## src/rtl/ctx_queue.sv

```systemverilog
`default_nettype none
// ============================================================================
// Module   : ctx_queue
// Brief    : Context save/restore engine. Snapshots the 256-bit register
//            context plus a 32-bit PC tag into a FIFO on save, and replays
//            the oldest context into the register file on restore.
// Revision : 1.0 - initial release
// ============================================================================
module ctx_queue #(
  parameter int DEPTH    = 4,
  parameter int SNAP_LAT = 2
) (
  input  logic                     clk,
  input  logic                     rst_n,
  input  logic                     save_req,
  input  logic [31:0]              save_pc,
  output logic                     save_ack,
  input  logic                     restore_req,
  output logic                     restore_ack,
  output logic [31:0]              restore_pc,
  output logic                     err,
  output logic                     give_me,
  input  logic [255:0]             the_regs,
  output logic                     writing_regs,
  output logic [255:0]             change_me,
  output logic                     busy,
  output logic [$clog2(DEPTH):0]   count
);

  localparam int PTR_W = $clog2(DEPTH);
  localparam int CNT_W = (SNAP_LAT > 1) ? $clog2(SNAP_LAT) : 1;
  localparam logic [PTR_W:0]   DEPTH_CNT = (PTR_W + 1)'(DEPTH);
  localparam logic [CNT_W-1:0] SNAP_LAST = CNT_W'(SNAP_LAT - 1);

  typedef enum logic [2:0] {
    IDLE   = 3'd0,
    SNAP   = 3'd1,
    PUSH   = 3'd2,
    LOAD   = 3'd3,
    SETTLE = 3'd4,
    REJ    = 3'd5
  } state_t;

  state_t             r_state;
  logic [255:0]       r_mem    [DEPTH];
  logic [31:0]        r_pc_mem [DEPTH];
  logic [PTR_W-1:0]   r_wr_ptr;
  logic [PTR_W-1:0]   r_rd_ptr;
  logic [CNT_W-1:0]   r_snap_cnt;
  logic [31:0]        r_pc;

  logic w_full;
  logic w_empty;
  logic w_capture;

  assign w_full    = (count == DEPTH_CNT);
  assign w_empty   = (count == '0);
  // The snapshot is valid once give_me has been held for SNAP_LAT cycles.
  assign w_capture = (r_state == SNAP) && (r_snap_cnt == SNAP_LAST);

  // Context storage: written only on the final snapshot cycle, never reset.
  always_ff @(posedge clk) begin
    if (w_capture) begin
      r_mem[r_wr_ptr]    <= the_regs;
      r_pc_mem[r_wr_ptr] <= r_pc;
    end
  end

  // Control FSM with registered outputs; each output is set on entry to its state.
  always_ff @(posedge clk or negedge rst_n) begin
    if (!rst_n) begin
      r_state      <= IDLE;
      r_wr_ptr     <= '0;
      r_rd_ptr     <= '0;
      r_snap_cnt   <= '0;
      r_pc         <= '0;
      count        <= '0;
      save_ack     <= 1'b0;
      restore_ack  <= 1'b0;
      restore_pc   <= '0;
      err          <= 1'b0;
      give_me      <= 1'b0;
      writing_regs <= 1'b0;
      change_me    <= '0;
      busy         <= 1'b0;
    end else begin
      save_ack     <= 1'b0;
      restore_ack  <= 1'b0;
      restore_pc   <= '0;
      err          <= 1'b0;
      give_me      <= 1'b0;
      writing_regs <= 1'b0;
      change_me    <= '0;
      case (r_state)
        IDLE: begin
          if (save_req) begin
            busy <= 1'b1;
            if (w_full) begin
              r_state  <= REJ;
              save_ack <= 1'b1;
              err      <= 1'b1;
            end else begin
              r_state    <= SNAP;
              r_pc       <= save_pc;
              r_snap_cnt <= '0;
              give_me    <= 1'b1;
            end
          end else if (restore_req) begin
            busy <= 1'b1;
            if (w_empty) begin
              r_state     <= REJ;
              restore_ack <= 1'b1;
              err         <= 1'b1;
            end else begin
              r_state      <= LOAD;
              writing_regs <= 1'b1;
              change_me    <= r_mem[r_rd_ptr];
            end
          end
        end
        SNAP: begin
          r_snap_cnt <= r_snap_cnt + CNT_W'(1);
          if (w_capture) begin
            r_state  <= PUSH;
            save_ack <= 1'b1;
          end else begin
            give_me <= 1'b1;
          end
        end
        PUSH: begin
          r_wr_ptr <= r_wr_ptr + PTR_W'(1);
          count    <= count + (PTR_W + 1)'(1);
          r_state  <= IDLE;
          busy     <= 1'b0;
        end
        LOAD: begin
          r_state     <= SETTLE;
          restore_ack <= 1'b1;
          restore_pc  <= r_pc_mem[r_rd_ptr];
        end
        SETTLE: begin
          r_rd_ptr <= r_rd_ptr + PTR_W'(1);
          count    <= count - (PTR_W + 1)'(1);
          r_state  <= IDLE;
          busy     <= 1'b0;
        end
        REJ: begin
          r_state <= IDLE;
          busy    <= 1'b0;
        end
        default: begin
          r_state <= IDLE;
          busy    <= 1'b0;
        end
      endcase
    end
  end

endmodule
`default_nettype wire

```

## config.mk

```make
export PLATFORM = sky130hd
export DESIGN_NAME = ctx_queue
export DESIGN_NICKNAME = d
export VERILOG_FILES = /design/src/rtl/ctx_queue.sv
export SDC_FILE = /design/constraint.sdc
export NUM_CORES = 1
export LEC_CHECK = 0
export CAP_MARGIN = 20
export CORE_AREA = 2 2 300 302
export CTS_BUF_LIST = sky130_fd_sc_hd__clkbuf_4 sky130_fd_sc_hd__clkbuf_8
export DETAILED_ROUTE_END_ITERATION = 16
export DIE_AREA = 0 0 302 304
export DONT_BUFFER_PORTS = 1
export PLACE_DENSITY = 0.75
export SLEW_MARGIN = 20
export SYNTH_ARGS = -nofsm -noshare
export SYNTH_HDL_FRONTEND = slang
export SYNTH_SLANG_ARGS = --single-unit
```

## constraint.sdc

```tcl
create_clock -name clk -period 11.1 [get_ports clk]
set_input_delay 2.22 -clock clk [delete_from_list [all_inputs] [get_ports clk]]
set_output_delay 2.22 -clock clk [all_outputs]
set_load 0.01 [all_outputs]
```

; Yosys cells after proc, flatten, opt, wreduce, memory -nomap -nowiden
; Memory sizes are Yosys's and may differ from the RTL's.
; Cells that the tools add are included.
[word_totals]
ramBits = 1152
ff_bits = 337
input_bits = 292
output_inout_bits = 297
mem_count = 2
[op_classes]
n_mux = 37
reduce_logical = 10
addsub = 5
n_bitwise = 2
eq_ne = 9
[mem_list]
columns = name, words, width, rd, rd_clocked_by_memory_dff, wr, line
row1 = r_mem, 4, 256, 1, 0, 1, 45  ; logic [255:0] r_mem [DEPTH];
row2 = r_pc_mem, 4, 32, 1, 0, 1, 46  ; logic [31:0] r_pc_mem [DEPTH];
[ops]
columns = operator, n
row1 = $mux 256, 4
row2 = $mux 32, 1
row3 = $mux 1, 20
row4 = $mux 3, 5
row5 = $pmux 1 s2, 5
row6 = $pmux 3 s3, 1
row7 = $eq 3x2->1 const B, 2
row8 = $eq 3x3->1 const B, 2
row9 = $logic_not 3->1, 2
row10 = $ne 2x2->1 const B, 3
row11 = $pmux 3 s2, 1
row12 = $reduce_and 3->1, 2
row13 = $add 2x1->2 const B, 2
row14 = $reduce_and 2->1, 2
row15 = $reduce_bool 2->1, 2
row16 = $add 3x1->3 const B, 1
row17 = $eq 3x1->1 const B, 1
row18 = $ne 3x3->1 const B, 1
row19 = $sub 3x1->3 const B, 1
row20 = $not 1->1, 2
row21 = $reduce_or 2->1, 1
row22 = $add 1x1->1 const B, 1
row23 = $logic_and 1x1->1, 1

; Longest topological paths before layout
[depth]
ltp_word = 5
ltp_mapped = 7

; Worst setup path after synthesis
; OpenSTA, ideal clock, no wires.
[synth_timing]
path_kind = register to register
start = register r_state[0]
end = memory r_mem[0][0], enable pin
path_buffers = 1
arrival_ns = 7.594
t_required_ns = 10.414
synth_period_minus_slack_ns = 8.280
slack_ns = 2.820
path_stages_with_launch = 5
setup_ns = 0.686
path_cell_list = dfrtp_1 -> buf_2 -> inv_2 -> nor4b_1 -> and2_1
[synth_between]
elab_chain_cells = 4
[synth_rtl]
columns = item, line
row1 = from (decl), 44  ; state_t r_state;
row2 = from (signal assigned), 72  ; r_state <= IDLE;
row3 = from (signal assigned), 99  ; r_state <= REJ;
row4 = from (signal assigned), 103  ; r_state <= SNAP;
row5 = $eq 3x1->1, 59  ; assign w_capture = (r_state == SNAP) && (r_snap_cnt == SNAP_LAST);
row6 = $logic_and 1x1->1, 59
row7 = $mux 1, 63  ; if (w_capture) begin
row8 = $mux 1 (not written as such), 64  ; r_mem[r_wr_ptr] <= the_regs;
row9 = to (decl), 45
; No other way between the ends.

; Worst setup path in the final report
[layout_timing]
start = register r_state[0]
end = memory r_mem[2][62], enable pin
; The elaborated chain is that of the path after synthesis.

==> run_results.csv <==
group,metric,value,unit
final_layout,drive_gt1_share,27.7,%
final_layout,area_delta_synth_final,11.4,%
clock_network,cts_num_sinks,1489,
grt,grt-ovfl-total,0,
grt,antenna_found_initial,8,
timing,drv_slew,0,
synth,synthFlopType,"edfxtp_1",
die,dieArea,0.0918,sq mm
pwr,max-vdd-ir-drop,0.220,mV
critical_path,cp_cell_sequence,"inv_2 -> nor4b_1 -> and2_4 -> buf_4 -> buf_4",
hold_path,worstHoldPathCells,0,
synth,synth_area,0.0527,sq mm
pwr,p_seq_share,50.5,%
drt,drt_wl_total,105,mm
placed_design,dp_hpwl,60.8,mm
timing,finalHoldViolCount,0,
clock_network,tritoncts,"yes",
timing,fin_crit_sh,39.2,%
drt,detail-route-antenna-nets,0,
critical_path,cp_slowest_cell,"and2_4",
critical_path,r2r_slack,6.74,ns
grt,grt.total_usage,23.3,%
synth,syn_avg_cell_area,23.3,sq um
clock_network,hold_buffers,0,
pwr,swShare,25.6,%
final_layout,fillCellCount,5345,
timing,worst_slew_margin_rel,7.49,%
synth,ys_types,35,
timing,rsz0062_at_grt,"false",
synth,postSynthCellCount,2262,
grt,grt_pass1_wl,155,mm
timing,finalSetupViolCount,0,
critical_path,critical_path_arrival,4.82,ns
synth,synth_nets,2559,
clock_network,clk_pin_slew,0.06,ns
final_layout,stdcell_area,0.0587,sq mm
final_layout,multi_input_area,0.00906,sq mm
critical_path,crit_required,11.56,ns
grt,grt_pass1_vias,24048,
pwr,p_leak,20.3,nW
critical_path,cp_max_fo,55,
clock_network,cts_max_level,4,
hold_path,hold_path_end,"r_pc_mem[2][31]",
critical_path,r2r-end,"r_mem[2][62]",
critical_path,critical_path_class,"flip-flop to flip-flop",
critical_path,reg2regPathDepth,5,
drt,viasPerCell,5.78,
timing,whs,0.499,ns
clock_network,clk_latency,0.86,ns
timing,clock_skew,0.0338,ns
hold_path,hold_class,"flip-flop to flip-flop",
timing,tns,0,ns
pwr,power_density,249,mW/mm^2
die,fp-row-count,110,
die,initial_utilization,59.2,%
placed_design,gp_congestion,0.792,
pwr,pwr-share-clk,31.5,%
pwr,p_switching,0.00374,W
critical_path,reg2reg_from,"r_state[0]",
pwr,internal_power,0.0109,W
synth,yosysSeqAreaShare,81.7,%
timing,worst_pin_slew,1.39,ns
synth,synth-edff-count,1152,
clock_network,cts.repair.resized,0,
clock_network,cts_max_path_buffers,3,
outcome,outcome,"complete, no violations",
drt,drc,0,
final_layout,final_cell_mix,"edfxtp_1, dfrtp_1, nor2b_1",
final_layout,area.sequential,0.0430,sq mm
die,io-pin-count,589,
clock_network,numCtsBuffers,219,
placed_design,dpl_cell_area,0.0539,sq mm
placed_design,numPortBuffers,0,
drt,drtPass1Iterations,8,
hold_path,min_from,"r_pc[31]",
synth,ys_warn_count,0,
pwr,comb_power_share,18.0,%
critical_path,cpMostUsedCell,"buf_4",
clock_network,post_cts_buffers,0,
critical_path,critPathMaxStageDelay,0.87,ns
die,chipHeight,304,um
final_layout,final_common_cell,"edfxtp_1",
job,cap_violations,0,
die,core_area,0.0890,sq mm
critical_path,critPathCaptureType,"flip-flop",
final_layout,nets,2707,
die,die_w,302,um
timing,min_period,4.36,ns
drt,num_vias,21899,
drt,drtIter0Drc,1865,
synth,synth_seq_cells,1489,
synth,synthArstFlopShare,22.6,%
timing,clock.fmax,230,MHz
critical_path,start_kind,"flip-flop",
grt,grt_start_max_net_pins,338,
drt,post_drt_wl_per_cell,27.7,um
clock_network,root_buffer,"clkbuf_8",
## power by group through the flow
stage               sequential [W]  combinational (W)  clock, W
CTS                        0.00740            0.00269   0.00470
finish                     0.00739            0.00263   0.00460
detailed placement         0.00750            0.00267         0
global placement           0.00744            0.00264         0
global route               0.00746            0.00283   0.00494
floorplan                  0.00745            0.00223         0
## final cells by class
type	count	area share, %
Sequential cell	1489	73.3
Multi-Input combinational cell	664	15.4
Clock buffer	363	7.46
Tap cell	1176	2.51
Clock inverter	52	0.710
Timing Repair Buffer	29	0.497
Inverter	7	0.0448
Antenna cell	6	0.0256
## critical path: cells and delay by family, from the launching register on
kind          cells  cell delay (ns)
simple gates      2             1.68
buf+inv           3             1.52
flops             1             0.57
## cells in the mapped netlist (3+ instances only)
library cell | count | share of area [%]
a21oi_1 | 3 | 0.028
and2_1 | 4 | 0.047
buf_2 | 37 | 0.35
buf_4 | 20 | 0.28
buf_6 | 11 | 0.24
clkbuf_1 | 33 | 0.24
dfrtp_1 | 337 | 16
edfxtp_1 | 1152 | 66
ha_1 | 4 | 0.095
inv_1 | 6 | 0.043
mux2_1 | 32 | 0.68
mux4_2 | 288 | 12
nand2_1 | 6 | 0.043
nand3_1 | 3 | 0.028
nand3b_1 | 5 | 0.071
nor2_1 | 5 | 0.036
nor2b_1 | 289 | 3.4
xnor2_1 | 5 | 0.083
## how the worst max path moves through the flow
stage / startpoint / end / slack (ns) / depth (start not counted)
floorplan: r_state[0] / r_mem[0][0] / 2.82 / 4
global placement: restore_req / change_me[125] / 5.99 / 6
detailed placement: restore_req / change_me[126] / 5.87 / 6
CTS: r_state[0] / r_mem[1][106] / 6.71 / 5
global route: r_state[0] / r_mem[1][107] / 6.47 / 5
finish: r_state[0] / r_mem[2][62] / 6.74 / 5
## cell families (layout without fill, tap and decap cells)
kind of cell | count (synthesis) | in the layout | synth area share [%]
multiplexers | 321 | 321 | 13.0
flip-flops | 1489 | 1489 | 81.7
buffers and inverters | 109 | 451 | 1.16
other | 0 | 6 | 0
adder cells (fa/ha/maj) | 5 | 5 | 0.133
AND/OR/NAND/NOR | 320 | 320 | 3.77
AO/OA/AOI/OAI | 11 | 11 | 0.138
XOR/XNOR | 7 | 7 | 0.116
## registers in the layout (all words and copies together), names as in the netlist, 3 cells and up
| name | count |
|---|---|
| r_pc_mem | 128 |
| count | 3 |
| r_pc | 32 |
| restore_pc | 32 |
| change_me | 256 |
| r_state | 3 |
| r_mem | 1024 |
## through the flow
stage | instances | total power (W) | utilization (%) | setup slack, ns
2_1_floorplan | 2262 | 0.00968 | - | 2.82
3_3_place_gp | 3364 | 0.0101 | 60.5 | 5.99
3_5_place_dp | 3364 | 0.0102 | 60.5 | 5.87
4_1_cts | 3779 | 0.0148 | 65.9 | 6.71
5_1_grt | 3783 | 0.0152 | 65.9 | 6.47
6_report | 3786 | 0.0146 | 65.9 | 6.74
## routing by layer
metal  track usage (%)  vias to the layer above  wire length (um)
met5                 0                        -                 0
met4              7.51                        0              2590
met3              11.1                      178             11700
met2              38.3                      870             53800
met1              26.9                    11562             36600
li1                  -                     9289                 -
(Power assumes the default switching activity.)
==> RTL edit, RTL diff (same settings) <==
The parameter `SNAP_LAT` goes from 2 to 1.
--- a/src/rtl/ctx_queue.sv
+++ b/src/rtl/ctx_queue.sv
@@ -8,7 +8,7 @@
 // ============================================================================
 module ctx_queue #(
   parameter int DEPTH    = 4,
-  parameter int SNAP_LAT = 2
+  parameter int SNAP_LAT = 1
 ) (
   input  logic                     clk,
   input  logic                     rst_n,
Function: not settled (the Yosys comparison gave no result); the edit may change what the design does.
==> RTL edit against the original RTL <==
Power rose by 1.1%; non-clock buffer count rose by 2; setup slack got worse by 0.074 ns; area after synthesis fell by 0.26%; cell count barely moved; sequential power rose by 2.8%; wire length fell by 2.6%; clock power fell by 3%; core utilization fell by 0.18 points; clock skew rose by 0.024 ns; count of clock-buffer cells in the layout fell by 25; cell area fell by 0.27%; maximum frequency fell by 1.7%; sequential cell count did not move; largest power group unchanged.
==> RTL edit: results (changes against the original RTL) <==
[status]
status=completed  ; unchanged

[global_route]
grt.total_usage=0.2262  ; was 0.2327
grt_pass1_vias=23700  ; was 24050
grt_pass1_wl_um=151100  ; was 155200 um
antenna_found_initial=12  ; was 8

[logic_synthesis]
ys.warnings.count=0  ; unchanged
async_reset_ff_frac=0.2263  ; unchanged
synth_edf_count=1152  ; unchanged
syn_area_per_cell_um2=23.26  ; was 23.29 um^2
synth_nets=2556  ; was 2559
synth_ff_type=edfxtp_1  ; unchanged
ys_seq_area_frac=0.8187  ; was 0.8166
synthTopCellsByCount=1152 x edfxtp_1, 337 x dfrtp_1, 288 x mux4_2  ; was 1152 x edfxtp_1, 337 x dfrtp_1, 289 x nor2b_1
synth_area_leaders=edfxtp_1 66%, dfrtp_1 16%, mux4_2 12%, nor2b_1 3.4%, mux2_2 0.69%  ; was edfxtp_1 66%, dfrtp_1 16%, mux4_2 12%, nor2b_1 3.4%, mux2_1 0.68%
netlist-cell-type-count=35  ; unchanged

[worst_setup_path]
cp.arrival_ns=4.90  ; was 4.82 ns
slowest_delay_ns=0.89  ; was 0.87 ns
timing.critical_path.from=r_state[0]$_DFFE_PN0P_  ; unchanged
cp-endpoint=r_mem[3][122]$_DFFE_PP_  ; was r_mem[2][62]$_DFFE_PP_
crit_family=buffers and inverters  ; was simple AND/OR/NAND/NOR gates
reg2regPathDepth=5  ; unchanged
crit_fanout=68  ; was 55
cpMaxStageDelayCell=and2_4  ; unchanged
r2r_slack_ns=6.67  ; was 6.74 ns

[layout]
fin_cells=3784  ; was 3786
nets=2704  ; was 2707
drive_above_1_share=0.2843  ; was 0.2769
nFillCells=5396  ; was 5345
reg.largest.list=r_mem: 1024 flops, change_me: 256 flops, r_pc_mem: 128 flops  ; unchanged

[placement]
numPortBuffers=0  ; unchanged
globalplace.congestion=0.7920  ; was 0.7922
place_area_um2=53840  ; was 53850 um^2
dp_hpwl_um=59940  ; was 60800 um
dp_slack_ns=6.128  ; was 5.869 ns

[routing]
drt-initial-drc-count=1642  ; was 1865
via_count=22150  ; was 21900
firstDrtPassIters=7  ; was 8
drt_wl_total_um=102000  ; was 104700 um

[cts]
cts_buffers=216  ; was 219
clock_path_buffers=3  ; unchanged
cts_root_buffer=clkbuf_8  ; unchanged
clk_latency_ns=0.89  ; was 0.86 ns
cts_max_level=4  ; unchanged
clk_pin_slew_ns=0.07
cts-resized-gates=0  ; unchanged
post_cts_buffers=0  ; unchanged

[power_and_ir_drop]
peakVddDrop_mv=0.2771  ; was 0.2204 mV
p_switching_mw=3.827  ; was 3.735 mW
p_leak_nw=20.26  ; was 20.30 nW

[sta]
fin_skew_ns=0.05825  ; was 0.03377 ns
maxSlewHeadroom=0.2772  ; was 0.07494
finalCriticalPeriod_ns=4.429  ; was 4.356 ns

[min_path]
hold_class=reg2reg  ; unchanged

RTL edit: logic make-up after synthesis:
family / share of synthesized area
muxes: 0.1305
AOI/OAI and AO/OA: 0.001333
buffers and inverters: 0.009118
adders and majority gates: 0.001333
DFF: 0.8187
and+or+nand+nor: 0.03786
xor gates and xnor gates: 0.001167
RTL edit: routing by layer:
| layer | vias to the layer above | track usage | wire length, um |
|---|---|---|---|
| met1 | 11780 | 0.2642 | 35480 |
| met5 | - | 0 | 132 |
| li1 | 9285 | - | - |
| met3 | 200 | 0.1042 | 11180 |
| met2 | 864 | 0.3644 | 51660 |
| met4 | 16 | 0.09233 | 3511 |
RTL edit: worst reg2reg max path, delay by kind of cell (launching register included):
kind / cells / cell delay [ns]
flops: 1 / 0.54
buf+inv: 2 / 1.76
simple gates: 3 / 1.64
RTL edit: per-stage QoR:
step / power [mW] / hold slack [ns]
global placement: 10.37 / 0.4820
detailed placement: 10.49 / 0.5025
global route: 15.42 / 0.5108
CTS: 14.96 / 0.4781
floorplan: 9.936 / 0.4724
finish: 14.78 / 0.4848
RTL edit: final cells by class:
| type | count | area, um^2 | share of cell area |
|---|---|---|---|
| antenna | 9 | 22.52 | 0.0003848 |
| sequential | 1489 | 43030 | 0.7352 |
| inverter | 6 | 22.52 | 0.0003848 |
| timing repair buffer | 31 | 270.3 | 0.004617 |
| clock buffer | 338 | 4139 | 0.07072 |
| tap | 1176 | 1471 | 0.02514 |
| clock inverter | 72 | 513.0 | 0.008765 |
| multi-input combinational | 663 | 9057 | 0.1547 |
RTL edit: how the worst min path moves through the flow:
stage / slack (ns) / depth (start not counted) / endpoint / start
after floorplan: 0.47 / 0 / r_pc_mem[0][0]$_DFFE_PP_ / r_pc[0]$_DFFE_PN0P_
after global placement: 0.48 / 0 / r_pc_mem[0][9]$_DFFE_PP_ / r_pc[9]$_DFFE_PN0P_
after detailed placement: 0.50 / 0 / r_pc_mem[0][23]$_DFFE_PP_ / r_pc[23]$_DFFE_PN0P_
after CTS: 0.48 / 0 / r_pc_mem[0][9]$_DFFE_PP_ / r_pc[9]$_DFFE_PN0P_
after global routing: 0.51 / 0 / r_pc_mem[0][9]$_DFFE_PP_ / r_pc[9]$_DFFE_PN0P_
final: 0.48 / 0 / r_pc_mem[0][9]$_DFFE_PP_ / r_pc[9]$_DFFE_PN0P_
RTL edit: power groups by stage:
| stage | clock network (mW) | registers [mW] | logic [mW] |
|---|---|---|---|
| finish | 4.47 | 7.60 | 2.71 |
| global route | 4.82 | 7.68 | 2.92 |
| CTS | 4.57 | 7.65 | 2.74 |
| detailed placement | 0 | 7.75 | 2.74 |
| global placement | 0 | 7.68 | 2.70 |
| floorplan | 0 | 7.67 | 2.27 |
